==> src/rtl/scanchain_host_pkg.sv <==
// Shared constants for the scan-chain host: FSM encodings and default chain length.
package scanchain_host_pkg;

  localparam int SCAN_LENGTH_DEF = 96;

  localparam logic [2:0] ST_IDLE    = 3'd0;
  localparam logic [2:0] ST_CAPTURE = 3'd1;
  localparam logic [2:0] ST_SHIFT   = 3'd2;
  localparam logic [2:0] ST_LATCH   = 3'd3;
  localparam logic [2:0] ST_DONE    = 3'd4;

endpackage

==> src/rtl/scanchain_host_clk_gen.sv <==
// Scan clock divider: CLK_DIV cycles low, then CLK_DIV cycles high, while enabled.
module scan_clk_gen #(
  parameter int CLK_DIV = 2
) (
  input  logic clk,
  input  logic rst,
  input  logic en,
  output logic scan_clk,
  output logic phase_low_end,
  output logic phase_high_end
);

  localparam int CW = $clog2(CLK_DIV + 1);

  logic [CW-1:0] cnt;
  logic          high;
  logic          last;

  assign last = (cnt == CW'(CLK_DIV - 1));

  always_ff @(posedge clk or posedge rst) begin
    if (rst) begin
      cnt  <= '0;
      high <= 1'b0;
    end else if (!en) begin
      cnt  <= '0;
      high <= 1'b0;
    end else if (last) begin
      cnt  <= '0;
      high <= ~high;
    end else begin
      cnt  <= cnt + 1'b1;
    end
  end

  assign scan_clk       = en & high;
  assign phase_low_end  = en & ~high & last;
  assign phase_high_end = en &  high & last;

endmodule

==> src/rtl/scanchain_host.sv <==
// Host-side scan chain master: capture, shift a full frame in/out, latch, then hand back the response.
module scanchain_host
  import scanchain_host_pkg::*;
#(
  parameter int SCAN_LENGTH = SCAN_LENGTH_DEF,
  parameter int CLK_DIV     = 2
) (
  input  logic                   clk,
  input  logic                   i_rst,
  input  logic                   i_req_valid,
  output logic                   o_req_ready,
  input  logic [SCAN_LENGTH-1:0] i_req_data,
  output logic                   o_rsp_valid,
  input  logic                   i_rsp_ready,
  output logic [SCAN_LENGTH-1:0] o_rsp_data,
  output logic                   o_scan_clk,
  output logic                   o_scan_data,
  output logic                   o_scan_select,
  output logic                   o_latch_en,
  input  logic                   i_scan_data
);

  localparam int BW = $clog2(SCAN_LENGTH + 1);

  logic [2:0]             state;
  logic [SCAN_LENGTH-1:0] sreg;
  logic [SCAN_LENGTH-1:0] rsp;
  logic [BW-1:0]          bit_cnt;
  logic                   gen_en;
  logic                   gen_clk;
  logic                   low_end;
  logic                   high_end;

  // The divider also times the latch window; its clock is masked there.
  assign gen_en = (state == ST_CAPTURE) || (state == ST_SHIFT) || (state == ST_LATCH);

  scan_clk_gen #(.CLK_DIV(CLK_DIV)) u_clk_gen (
    .clk           (clk),
    .rst           (i_rst),
    .en            (gen_en),
    .scan_clk      (gen_clk),
    .phase_low_end (low_end),
    .phase_high_end(high_end)
  );

  always_ff @(posedge clk or posedge i_rst) begin
    if (i_rst) begin
      state   <= ST_IDLE;
      sreg    <= '0;
      rsp     <= '0;
      bit_cnt <= '0;
    end else begin
      case (state)
        ST_IDLE: if (i_req_valid) begin
          sreg    <= i_req_data;
          bit_cnt <= '0;
          state   <= ST_CAPTURE;
        end
        ST_CAPTURE: if (high_end) state <= ST_SHIFT;
        ST_SHIFT: begin
          // Sample just before the rising edge so the chain output is settled.
          if (low_end) rsp <= {rsp[SCAN_LENGTH-2:0], i_scan_data};
          if (high_end) begin
            sreg <= sreg << 1;
            if (bit_cnt == BW'(SCAN_LENGTH - 1)) state <= ST_LATCH;
            else bit_cnt <= bit_cnt + 1'b1;
          end
        end
        ST_LATCH: if (high_end) state <= ST_DONE;
        ST_DONE:  if (i_rsp_ready) state <= ST_IDLE;
        default:  state <= ST_IDLE;
      endcase
    end
  end

  assign o_req_ready   = (state == ST_IDLE) && !i_rst;
  assign o_rsp_valid   = (state == ST_DONE);
  assign o_rsp_data    = rsp;
  assign o_scan_clk    = gen_clk && (state != ST_LATCH);
  assign o_scan_data   = (state == ST_SHIFT) && sreg[SCAN_LENGTH-1];
  assign o_scan_select = (state == ST_CAPTURE);
  assign o_latch_en    = (state == ST_LATCH);

endmodule

==> config.mk <==
export PLATFORM = sky130hd
export DESIGN_NAME = scanchain_host
export DESIGN_NICKNAME = d
export VERILOG_FILES = /design/src/rtl/scanchain_host_pkg.sv /design/src/rtl/scanchain_host_clk_gen.sv /design/src/rtl/scanchain_host.sv
export SDC_FILE = /design/constraint.sdc
export NUM_CORES = 1
export LEC_CHECK = 0
export CORE_UTILIZATION = 50
export CTS_CLUSTER_SIZE = 20
export DETAILED_ROUTE_END_ITERATION = 10
export PLACE_DENSITY = 0.79
export SKIP_CTS_REPAIR_TIMING = 1
export SLEW_MARGIN = 15
export SYNTH_ARGS = -nofsm -noshare
export SYNTH_HDL_FRONTEND = slang
export SYNTH_SLANG_ARGS = --single-unit
==> constraint.sdc <==
create_clock -name clk -period 7.5 [get_ports clk]
set_clock_uncertainty 0.15 [all_clocks]
set_input_delay 0.75 -clock clk [delete_from_list [all_inputs] [get_ports clk]]
set_output_delay 0.75 -clock clk [all_outputs]
set_load 0.005 [all_outputs]
==> results.toml <==
[status]
run_status = "finished, final reports clean"

[sta]
post_layout_minimum_cycle_time_ps = 3460
totalNegativeSetupSlack_ps = 0
slew_at_the_pin_closest_to_its_max_slew_limit_ps = 1120
unrepaired_setup_endpoints_after_global_routing = "false"
slew-limit-headroom = 0.254
hold_slack_ps = 311
fmaxAchievable_mhz = 289
timing.final.crit_share = 0.462
report.final.setup_viol = 0
finalHoldViolations = 0
report.final.slew_viol_count = 0

[die]
fp.dieW_um = 134
floorplan.rows = 47
coreArea_mm2 = 0.0168
io_pins = 203
die_height_um = 134
start_util = 0.518
dieArea_mm2 = 0.0179

[clocking]
cts.sink_count = 205
cts_htree_levels = 1
clock_root_buffer = "clkbuf_16"
clk_latency_ps = 490
tritoncts = "done"
tritoncts.num_buffers = 22
worst_setup_hold_path_clk_slew_ps = 60
clock_tree.buffer_depth = 3

[power]
power_report.internal_total_uw = 2500
worst_ir_drop_vdd_v = 0.000214
static-leakage-power_uw = 0.00521
clockPowerShare = 0.311
power_density_mw_per_mm2 = 310
seq_power_share = 0.442
power.switching_uw = 1060
power_frac_comb = 0.247
netSwitchingFraction = 0.298

[drt]
post_drt_wl_per_cell_um = 16.7
route.detailed.vias_per_inst = 5.26
routed-via-count = 5849
drcViolationCount = 0
drt-initial-drc-count = 209
detail-route-antenna-nets = 0
drt_wl_total_mm = 18.5
drt-pass1-iter-count = 4

[critical_path]
r2r-end = "sreg[19]"
critical_path.max_fanout = 36
timing.critical_path.arrival_ps = 2560
endpoint_kind = "output pin"
critical_path_type = "reg2out"
timing.critical_path.cells = "nor3b_4 -> buf_4 -> and2_1 -> clkdlybuf4s50_1"
timing.rr.start = "state[1]"
setup.worst_path.start = "state[1]"
worstPathRequired_ps = 6600
critical_path.max_stage_delay_ps = 520
crit_path_start_kind = "register"
setup.reg_to_reg.worst_slack_ps = 4430
timing.reg2reg.worst_path_depth = 5
crit_path_top_delay_cell = "dfrtp_1"

[logic_synthesis]
synthesis.area_mm2 = 0.00869
yosysUniqueCellTypes = 37
synth.yosys.seq_area_share = 0.590
synth-edff-count = 0
syn_nets = 792
predominant_post_synthesis_flop_cell = "dfrtp_1"
netlist_top_cells_area = "dfrtp_1 59%, mux2i_1 11%, mux2_2 7.3%"
synth.ff_latch_count = 205
fraction_of_registers_with_async_set_reset = 1.00
synthesis.instances = 690
synth.avg_cell_area_um2 = 12.6
synthDominantAreaCellType = "dfrtp_1"
synth-warning-count = 0
post-synth-top-area-fraction = 0.590

[final_layout]
final.fill_count = 1210
stdcell_count = 1111
syn_to_final_growth_pct = 32.3
layout.cells.most_common = "dfrtp_1"
commonest_cells_after_routing_fill_and_taps_aside = "205 x dfrtp_1, 202 x clkdlybuf4s50_1, 99 x nand2_1"
post-route-util = 0.686
final_layout_size_suffix_gt1_frac = 0.107
design.final.nets = 977
antennaDiodeCount = 0

[placed_design]
hpwl_dp_mm = 12.2
port-buffer-count = 202
dp_cells = 1071
gp_congestion = 0.781

[global_route]
grt_use_total = 0.213
grt_start_max_net_pins = 146
globalRoute.totalOverflow = 0
antenna_found_initial = 0
grt_first_pass_wirelength_mm = 30.5
first_global_vias = 6062

[flow_run]
max_cap_violations = 0

[hold_path]
timing.hold.worst_endpoint = "u_clk_gen.cnt[0]"
hp-class = "reg2reg"
worst_hold_startpoint = "u_clk_gen.cnt[0]"
worst_hold_path.num_cells = 1
-- layout make-up --
cell class                      instances  area, um^2  share of cell area
Clock buffer                           35         641              0.0557
Clock inverter                          5         100             0.00871
Inverter                                3        18.8             0.00163
Multi-Input combinational cell        436        3260               0.284
Sequential cell                       205        5130               0.446
Tap cell                              220         275              0.0239
Timing Repair Buffer                  207        2070               0.180
-- registers in the layout, summed over array words and instances, names as in the netlist --
register        cells
bit_cnt             7
o_rsp_data         96
sreg               96
state               3
u_clk_gen.cnt       2
u_clk_gen.high      1
-- worst max-delay path by stage --
stage,slack [ps],endpoint,cells past startpoint
final,4040,o_scan_data,4
after detailed placement,3700,sreg[43],5
after floorplan,1000,bit_cnt[0],1
after CTS,4030,o_scan_data,4
after global placement,3810,sreg[13],5
after global routing,3930,o_scan_data,4
-- kinds of logic (layout without fill, tap and decap cells) --
group                    count (synthesis)  in the layout  share of synthesized area
AND/OR/NAND/NOR                        131            131                     0.0665
AO/OA/AOI/OAI                          108            108                     0.0673
adder cells (fa/ha/maj)                  1              1                    0.00144
XOR/XNOR                                 4              4                    0.00403
flip-flops                             205            205                      0.590
multiplexers                           192            192                      0.235
buffers and inverters                   49            250                     0.0353
-- power by group through the flow --
stage / Combinational, uW / Sequential, uW / Clock [uW]
finish: 881 / 1580 / 1110
global route: 1000 / 1610 / 1180
CTS: 892 / 1570 / 1130
detailed placement: 888 / 1590 / 0
global placement: 838 / 1570 / 0
floorplan: 724 / 1530 / 0
-- metrics by stage --
step	setup slack [ps]	power, uW	area [um^2]
floorplan	1000	2250	8690
global placement	3810	2410	10700
detailed placement	3700	2480	10700
CTS	4030	3600	11500
global route	3930	3790	11500
finish	4040	3560	11500
-- critical path, delay by kind of cell, from the launching register on --
kind / cells / cell delay (ps)
buffers and inverters: 2 / 1020
AND/OR/NAND/NOR: 2 / 510
flip-flops: 1 / 520
-- synthesized netlist by cell type (all sizes together) (3+ instances only) --
cell type,count
inv,3
and2,3
nand3,9
mux2i,96
nor3b,4
nand2,99
nor3,3
o21ai,98
clkbuf,11
buf,35
dfrtp,205
nor2,3
mux2,96
-- layer usage --
layer | vias to the layer above | wire [um] | track usage
met1 | 2851 | 7530 | 0.267
met5 | - | 0 | 0
met3 | 57 | 830 | 0.0325
met2 | 155 | 9350 | 0.365
met4 | 0 | 796 | 0.0972
li1 | 2786 | - | -
No activity file was read; power rests on OpenSTA's default activity.
